--- config.mk ---
export PLATFORM = sky130hd
export DESIGN_NAME = addr_watch_event_fifo
export DESIGN_NICKNAME = d
export VERILOG_FILES = /design/src/rtl/addr_watch_event_fifo.sv
export SDC_FILE = /design/constraint.sdc
export NUM_CORES = 1
export LEC_CHECK = 0
export BUFFER_PORTS_ARGS = -buffer_cell sky130_fd_sc_hd__buf_2
export CAP_MARGIN = 20
export CORE_ASPECT_RATIO = 1.1
export CORE_MARGIN = 10
export CORE_UTILIZATION = 36
export CTS_CLUSTER_DIAMETER = 40
export DETAILED_ROUTE_END_ITERATION = 8
export PLACE_DENSITY = 0.49
export SETUP_SLACK_MARGIN = 0.05
export SLEW_MARGIN = 20
export SYNTH_ARGS = -nofsm -noshare
export SYNTH_HDL_FRONTEND = slang
export SYNTH_SLANG_ARGS = --single-unit
--- constraint.sdc ---
create_clock -name ACLK -period 6.3 [get_ports ACLK]
set_clock_uncertainty 0.1 [all_clocks]
set_input_delay 0.315 -clock ACLK [delete_from_list [all_inputs] [get_ports ACLK]]
set_output_delay 0.315 -clock ACLK [all_outputs]
set_load 0.02 [all_outputs]
--- src/rtl/addr_watch_event_fifo.sv ---
// addr_watch_event_fifo
//   Passive AXI4 write-address snoop. Every AW handshake (awvalid & awready)
//   is tested against an inclusive byte window [cfg_base, cfg_limit]. A burst
//   matches when its byte span overlaps the window. Matching bursts pass
//   through a one-deep stage register and are then queued as events in a
//   first-word-fall-through FIFO that a valid/ready consumer drains. Events
//   that arrive while the FIFO is full are counted and flagged, not stored.
//   The module only observes the bus and never drives it.
//
//   Optional build macro: ADDR_WATCH_TIMESTAMP_EN
//     When defined, a free-running 32-bit cycle counter is sampled in the
//     fire cycle, carried with each event and presented on ev_ts. Only
//     ARESET clears this counter; clear does not.
//
// Ports
//   ACLK, ARESET        clock (rising edge), asynchronous active-high reset
//   clear               synchronous flush of FIFO, stage and drop counters
//   cfg_en              window enable; 0 means nothing matches
//   cfg_base/cfg_limit  inclusive window bounds (byte addresses)
//   snoop_aw*           tapped AW channel (valid, ready, addr, len)
//   ev_valid/ev_ready   FIFO head handshake
//   ev_addr/ev_len      head event burst start address and AWLEN
//   ev_count            FIFO occupancy, 0..FIFO_DEPTH
//   drop_count          saturating count of matched events lost to a full FIFO
//   overflow            sticky flag, set by the first drop
//   ev_ts               head event timestamp (timestamp build only)
module addr_watch_event_fifo #(
    parameter int unsigned ADDR_WIDTH      = 32,
    parameter int unsigned LEN_WIDTH       = 8,
    parameter int unsigned BEAT_BYTES_LOG2 = 2,
    parameter int unsigned FIFO_DEPTH      = 16,
    parameter int unsigned CNT_WIDTH       = 16
) (
    input  logic                          ACLK,
    input  logic                          ARESET,
    input  logic                          clear,
    input  logic                          cfg_en,
    input  logic [ADDR_WIDTH-1:0]         cfg_base,
    input  logic [ADDR_WIDTH-1:0]         cfg_limit,
    input  logic                          snoop_awvalid,
    input  logic                          snoop_awready,
    input  logic [ADDR_WIDTH-1:0]         snoop_awaddr,
    input  logic [LEN_WIDTH-1:0]          snoop_awlen,
    output logic                          ev_valid,
    input  logic                          ev_ready,
    output logic [ADDR_WIDTH-1:0]         ev_addr,
    output logic [LEN_WIDTH-1:0]          ev_len,
    output logic [$clog2(FIFO_DEPTH):0]   ev_count,
    output logic [CNT_WIDTH-1:0]          drop_count,
    output logic                          overflow
`ifdef ADDR_WATCH_TIMESTAMP_EN
    ,
    output logic [31:0]                   ev_ts
`endif
);

    localparam int unsigned PTR_W = $clog2(FIFO_DEPTH);
    localparam int unsigned OCC_W = PTR_W + 1;
    localparam int unsigned EXT_W = ADDR_WIDTH + 1;
`ifdef ADDR_WATCH_TIMESTAMP_EN
    localparam int unsigned ENTRY_W = 32 + ADDR_WIDTH + LEN_WIDTH;
`else
    localparam int unsigned ENTRY_W = ADDR_WIDTH + LEN_WIDTH;
`endif

    // ------------------------------------------------------------------
    // Window match, combinational in the fire cycle
    // ------------------------------------------------------------------
    logic             fire;
    logic             hit;
    logic [EXT_W-1:0] span;
    logic [EXT_W-1:0] burst_end;

    always_comb begin
        fire = snoop_awvalid & snoop_awready;
        // One extra bit keeps bursts that end past the top of the address
        // space from wrapping to a small value and missing the window.
        span      = (EXT_W'(snoop_awlen) + EXT_W'(1)) << BEAT_BYTES_LOG2;
        burst_end = {1'b0, snoop_awaddr} + span - EXT_W'(1);
        // An inverted window (base > limit) is treated as empty.
        hit = cfg_en
            & (cfg_base <= cfg_limit)
            & (snoop_awaddr <= cfg_limit)
            & (burst_end >= {1'b0, cfg_base});
    end

    // ------------------------------------------------------------------
    // Optional free-running timestamp
    // ------------------------------------------------------------------
`ifdef ADDR_WATCH_TIMESTAMP_EN
    logic [31:0] ts_cnt;
    logic [31:0] stage_ts;

    always_ff @(posedge ACLK or posedge ARESET) begin
        if (ARESET) begin
            ts_cnt <= '0;
        end else begin
            ts_cnt <= ts_cnt + 32'd1;
        end
    end
`endif

    // ------------------------------------------------------------------
    // Stage register and FIFO control
    // ------------------------------------------------------------------
    logic                  stage_hit;
    logic [ADDR_WIDTH-1:0] stage_addr;
    logic [LEN_WIDTH-1:0]  stage_len;

    logic [PTR_W-1:0]      rd_ptr;
    logic [PTR_W-1:0]      wr_ptr;
    logic                  full;
    logic                  pop;
    logic                  push;
    logic                  drop;
    logic [OCC_W-1:0]      count_next;
    logic [ENTRY_W-1:0]    entry_in;

    always_comb begin
        full = (ev_count == OCC_W'(FIFO_DEPTH));
        pop  = ev_valid & ev_ready;
        // A full FIFO still accepts a push when the head leaves on the
        // same edge; the write lands in the slot being vacated.
        push = stage_hit & (~full | pop);
        drop = stage_hit & full & ~pop;

        count_next = ev_count;
        unique case ({push, pop})
            2'b10:   count_next = ev_count + OCC_W'(1);
            2'b01:   count_next = ev_count - OCC_W'(1);
            default: count_next = ev_count;
        endcase

`ifdef ADDR_WATCH_TIMESTAMP_EN
        entry_in = {stage_ts, stage_addr, stage_len};
`else
        entry_in = {stage_addr, stage_len};
`endif
    end

    always_ff @(posedge ACLK or posedge ARESET) begin
        if (ARESET) begin
            stage_hit  <= 1'b0;
            stage_addr <= '0;
            stage_len  <= '0;
`ifdef ADDR_WATCH_TIMESTAMP_EN
            stage_ts   <= '0;
`endif
            rd_ptr     <= '0;
            wr_ptr     <= '0;
            ev_count   <= '0;
            ev_valid   <= 1'b0;
            drop_count <= '0;
            overflow   <= 1'b0;
        end else if (clear) begin
            // A fire coincident with clear is discarded with the stage.
            stage_hit  <= 1'b0;
            rd_ptr     <= '0;
            wr_ptr     <= '0;
            ev_count   <= '0;
            ev_valid   <= 1'b0;
            drop_count <= '0;
            overflow   <= 1'b0;
        end else begin
            stage_hit <= fire & hit;
            if (fire) begin
                stage_addr <= snoop_awaddr;
                stage_len  <= snoop_awlen;
`ifdef ADDR_WATCH_TIMESTAMP_EN
                stage_ts   <= ts_cnt;
`endif
            end

            if (pop) begin
                rd_ptr <= rd_ptr + PTR_W'(1);
            end
            if (push) begin
                wr_ptr <= wr_ptr + PTR_W'(1);
            end
            ev_count <= count_next;
            ev_valid <= (count_next != '0);

            if (drop) begin
                overflow <= 1'b1;
                if (drop_count != '1) begin
                    drop_count <= drop_count + CNT_WIDTH'(1);
                end
            end
        end
    end

    // ------------------------------------------------------------------
    // Event storage (no reset; head is masked while empty)
    // ------------------------------------------------------------------
    logic [ENTRY_W-1:0] mem [FIFO_DEPTH];
    logic [ENTRY_W-1:0] head;

    always_ff @(posedge ACLK) begin
        if (push & ~clear) begin
            mem[wr_ptr] <= entry_in;
        end
    end

    always_comb begin
        head    = mem[rd_ptr];
        ev_len  = ev_valid ? head[LEN_WIDTH-1:0] : '0;
        ev_addr = ev_valid ? head[LEN_WIDTH +: ADDR_WIDTH] : '0;
`ifdef ADDR_WATCH_TIMESTAMP_EN
        ev_ts   = ev_valid ? head[LEN_WIDTH + ADDR_WIDTH +: 32] : '0;
`endif
    end

endmodule

==> run_results.csv <==
group,metric,value,unit
drt,first_pass_iters,4,
clocking,clk_path_buf_depth,3,
placement,dpl-instance-area,34070,sq um
die,ios,174,
power_and_ir_drop,peakVddDrop,0.1613,mV
run,maxCapViolations,0,
clocking,cts_sinks,712,
sta,slew_violations,0,
drt,vias,17176,
hold_path,hold_class,"input port to async pin",
critical_path,critical_path.most_common_cell,"ha_1",
final_layout,layout_common_cells,"edfxtp_1 (640), mux4_2 (200), buf_2 (173), ha_1 (147), inv_1 (133)",
synthesis,synth-async-reset-ratio,10.11,%
final_layout,fin_nets,2363,
clocking,cts.reportedPaths.clkPinSlew,0.06,ns
placement,dp_hpwl,49100,microns
synthesis,ys_types,65,
synthesis,seq_area_frac_synth,66.51,%
critical_path,rrSetupSlack,2.64,ns
sta,hold_viol_final,0,
synthesis,synth_seq_cells,712,
global_routing,track_usage,16.12,%
sta,period_needed,5.561,ns
die,die_area,100000,sq um
critical_path,worst_setup_path_end_kind,"register",
synthesis,synth_ff_type,"edfxtp_1",
global_routing,grt_pass1_vias,18749,
final_layout,antenna-diode-count,0,
die,std_cell_rows,113,
power_and_ir_drop,power_density,306.9,nW/um^2
global_routing,grt_remaining_overflow,0,
final_layout,fin_util,43.11,%
synthesis,syn_area_per_cell,17.20,sq um
clocking,cts_tree,"built",
placement,place_ws,0.5586,ns
critical_path,crit_path_start_kind,"input port",
sta,min_period_over_period,88.27,%
die,dieWidth,302.5,microns
sta,tightest_slew,1.062,ns
global_routing,grt_max_degree,126,
placement,place_congestion,0.8190,
sta,fin_ws,0.7390,ns
final_layout,syn_to_final_growth,18.22,%
synthesis,ys_warn_count,0,
final_layout,drive_above_1_share,27.24,%
drt,wl,79880,microns
sta,fin_tns_setup,0,ns
drt,wl_per_cell,24.04,microns
final_layout,final_common_cell,"edfxtp_1",
sta,timing.fmax,179.8,MHz
global_routing,grt_pass1_wl,119900,microns
synthesis,synthesis.nets,2097,
critical_path,worst_r2r_path_depth,8,
sta,setup_viol,0,
synthesis,syn_inst,1837,
critical_path,timing.rr.end,"mem[14][2]",
status,status,"finished, final reports clean",
clocking,cts-root-buf,"clkbuf_16",
final_layout,finalInstanceArea,37360,sq um
placement,portBuffers,173,
sta,maxSlewHeadroom,29.00,%
critical_path,worstPathRequired,6.69,ns
drt,vias_per_cell,5.169,
drt,ant_nets,0,
clocking,cts_buffers,84,
critical_path,crit_fanout,6,
critical_path,cp_data_arrival_time,5.95,ns
synthesis,synth_edf_count,640,
synthesis,synth.cell_area,31600,sq um
power_and_ir_drop,leakage,13.49,nW
critical_path,critPathSlowestCell,"a2111oi_0",
global_routing,antenna_found_initial,0,
die,start_util,36.46,%
sta,rsz0062_at_grt,"no",
clocking,clk_latency,0.63,ns
power_and_ir_drop,total_power,11.46,mW
critical_path,cp-startpoint,"snoop_awlen[0]",
die,fp.coreArea,86670,sq um
clocking,htree_levels,3,
critical_path,crit_type,"input port to register",
critical_path,reg2reg_from,"ev_valid",
drt,drt_iter0_markers,1056,
drt,drc,0,
die,die_y,330.7,microns
critical_path,slowest_delay,0.57,ns
==> state kept, by name (all words and copies together) (netlist names) <==
signal      cells
stage_len       8
rd_ptr          4
mem           640
ev_count        5
overflow        1
stage_addr     32
stage_hit       1
ev_valid        1
wr_ptr          4
drop_count     16
==> routing by layer <==
| layer | up-vias | GRT usage [%] | wire length [microns] |
|---|---|---|---|
| li1 | 7757 | - | - |
| met1 | 8941 | 20.46 | 34270 |
| met2 | 388 | 28.53 | 41130 |
| met3 | 90 | 2.161 | 2965 |
| met4 | 0 | 4.576 | 1505 |
| met5 | - | 0 | 0 |
==> final cells by class <==
| cell class | count | area [sq um] |
|---|---|---|
| fill | 7669 | 49310 |
| tap | 1150 | 1439 |
| sequential | 712 | 21040 |
| timing repair buffer | 248 | 1592 |
| multi-input combinational | 923 | 9917 |
| inverter | 134 | 504.2 |
| clock inverter | 59 | 668.1 |
| clock buffer | 97 | 2203 |
==> cells by family after synthesis <==
kind of cell,synth area share (%)
flip-flops,66.51
AND/OR/NAND/NOR,4.478
AO/OA/AOI/OAI,4.458
multiplexers,14.60
buffers and inverters,2.455
adder cells (fa/ha/maj),5.947
XOR/XNOR,1.552
==> cell usage after synthesis (3+ instances only) <==
library cell | n | area share (%)
buf_1 | 11 | 0.13
and2_1 | 40 | 0.79
nand3_1 | 18 | 0.29
a21o_1 | 42 | 1.0
or3_1 | 4 | 0.079
o21bai_1 | 4 | 0.095
nor3_1 | 8 | 0.13
o22ai_1 | 3 | 0.059
nand4_1 | 26 | 0.51
xnor2_1 | 32 | 0.89
nand2_1 | 83 | 0.99
clkbuf_1 | 48 | 0.57
o21a_1 | 4 | 0.095
a211oi_1 | 6 | 0.14
mux2_2 | 7 | 0.25
and3_1 | 8 | 0.16
nand2b_1 | 5 | 0.099
edfxtp_1 | 640 | 61
dfrtp_1 | 72 | 5.7
o211ai_1 | 4 | 0.095
and4_1 | 3 | 0.083
nor4_1 | 3 | 0.059
o21ai_0 | 57 | 0.90
ha_1 | 147 | 5.8
xor2_1 | 24 | 0.67
nor2_1 | 75 | 0.89
mux2i_1 | 3 | 0.095
mux4_2 | 200 | 14
inv_1 | 134 | 1.6
o21ai_2 | 3 | 0.083
a21oi_1 | 70 | 1.1
nor2b_1 | 9 | 0.18
buf_2 | 7 | 0.11
==> through the flow <==
stage / hold slack (ns) / instances
after floorplan: 0.3656 / 1837
after global routing: 0.1111 / 3323
after global placement: 0.1826 / 3124
after CTS: 0.07018 / 3323
final: 0.08872 / 3323
after detailed placement: 0.1931 / 3125
==> critical path, delay by kind of cell <==
kind	cells	cell delay, ns
AOI/OAI and AO/OA	13	2.53
and+or+nand+nor	7	1.20
adders and majority gates	4	1.03
buffers and inverters	3	0.72
xor gates and xnor gates	1	0.14
==> where the power goes <==
part / internal [mW] / switching (mW) / leakage [nW]
combinational: 0.432 / 0.501 / 5.38
clock: 2.97 / 1.97 / 1.38
sequential: 5.35 / 0.239 / 6.73
==> how the worst max path moves through the flow <==
stage,endpoint,slack (ns),cells past startpoint
after floorplan,stage_hit,1.53,25
after global placement,stage_hit,0.73,27
after detailed placement,stage_hit,0.56,27
after CTS,stage_hit,0.61,28
after global routing,stage_hit,0.26,28
final,stage_hit,0.74,28
==> timing repair <==
item	CTS	global route
resized for setup	0	0
endpoints found under the setup margin	0	0
hold buffers	42	0
hold endpoints to repair	60	0
buffers inserted	0	0
Note: power is estimated with default switching activity, not from simulation.
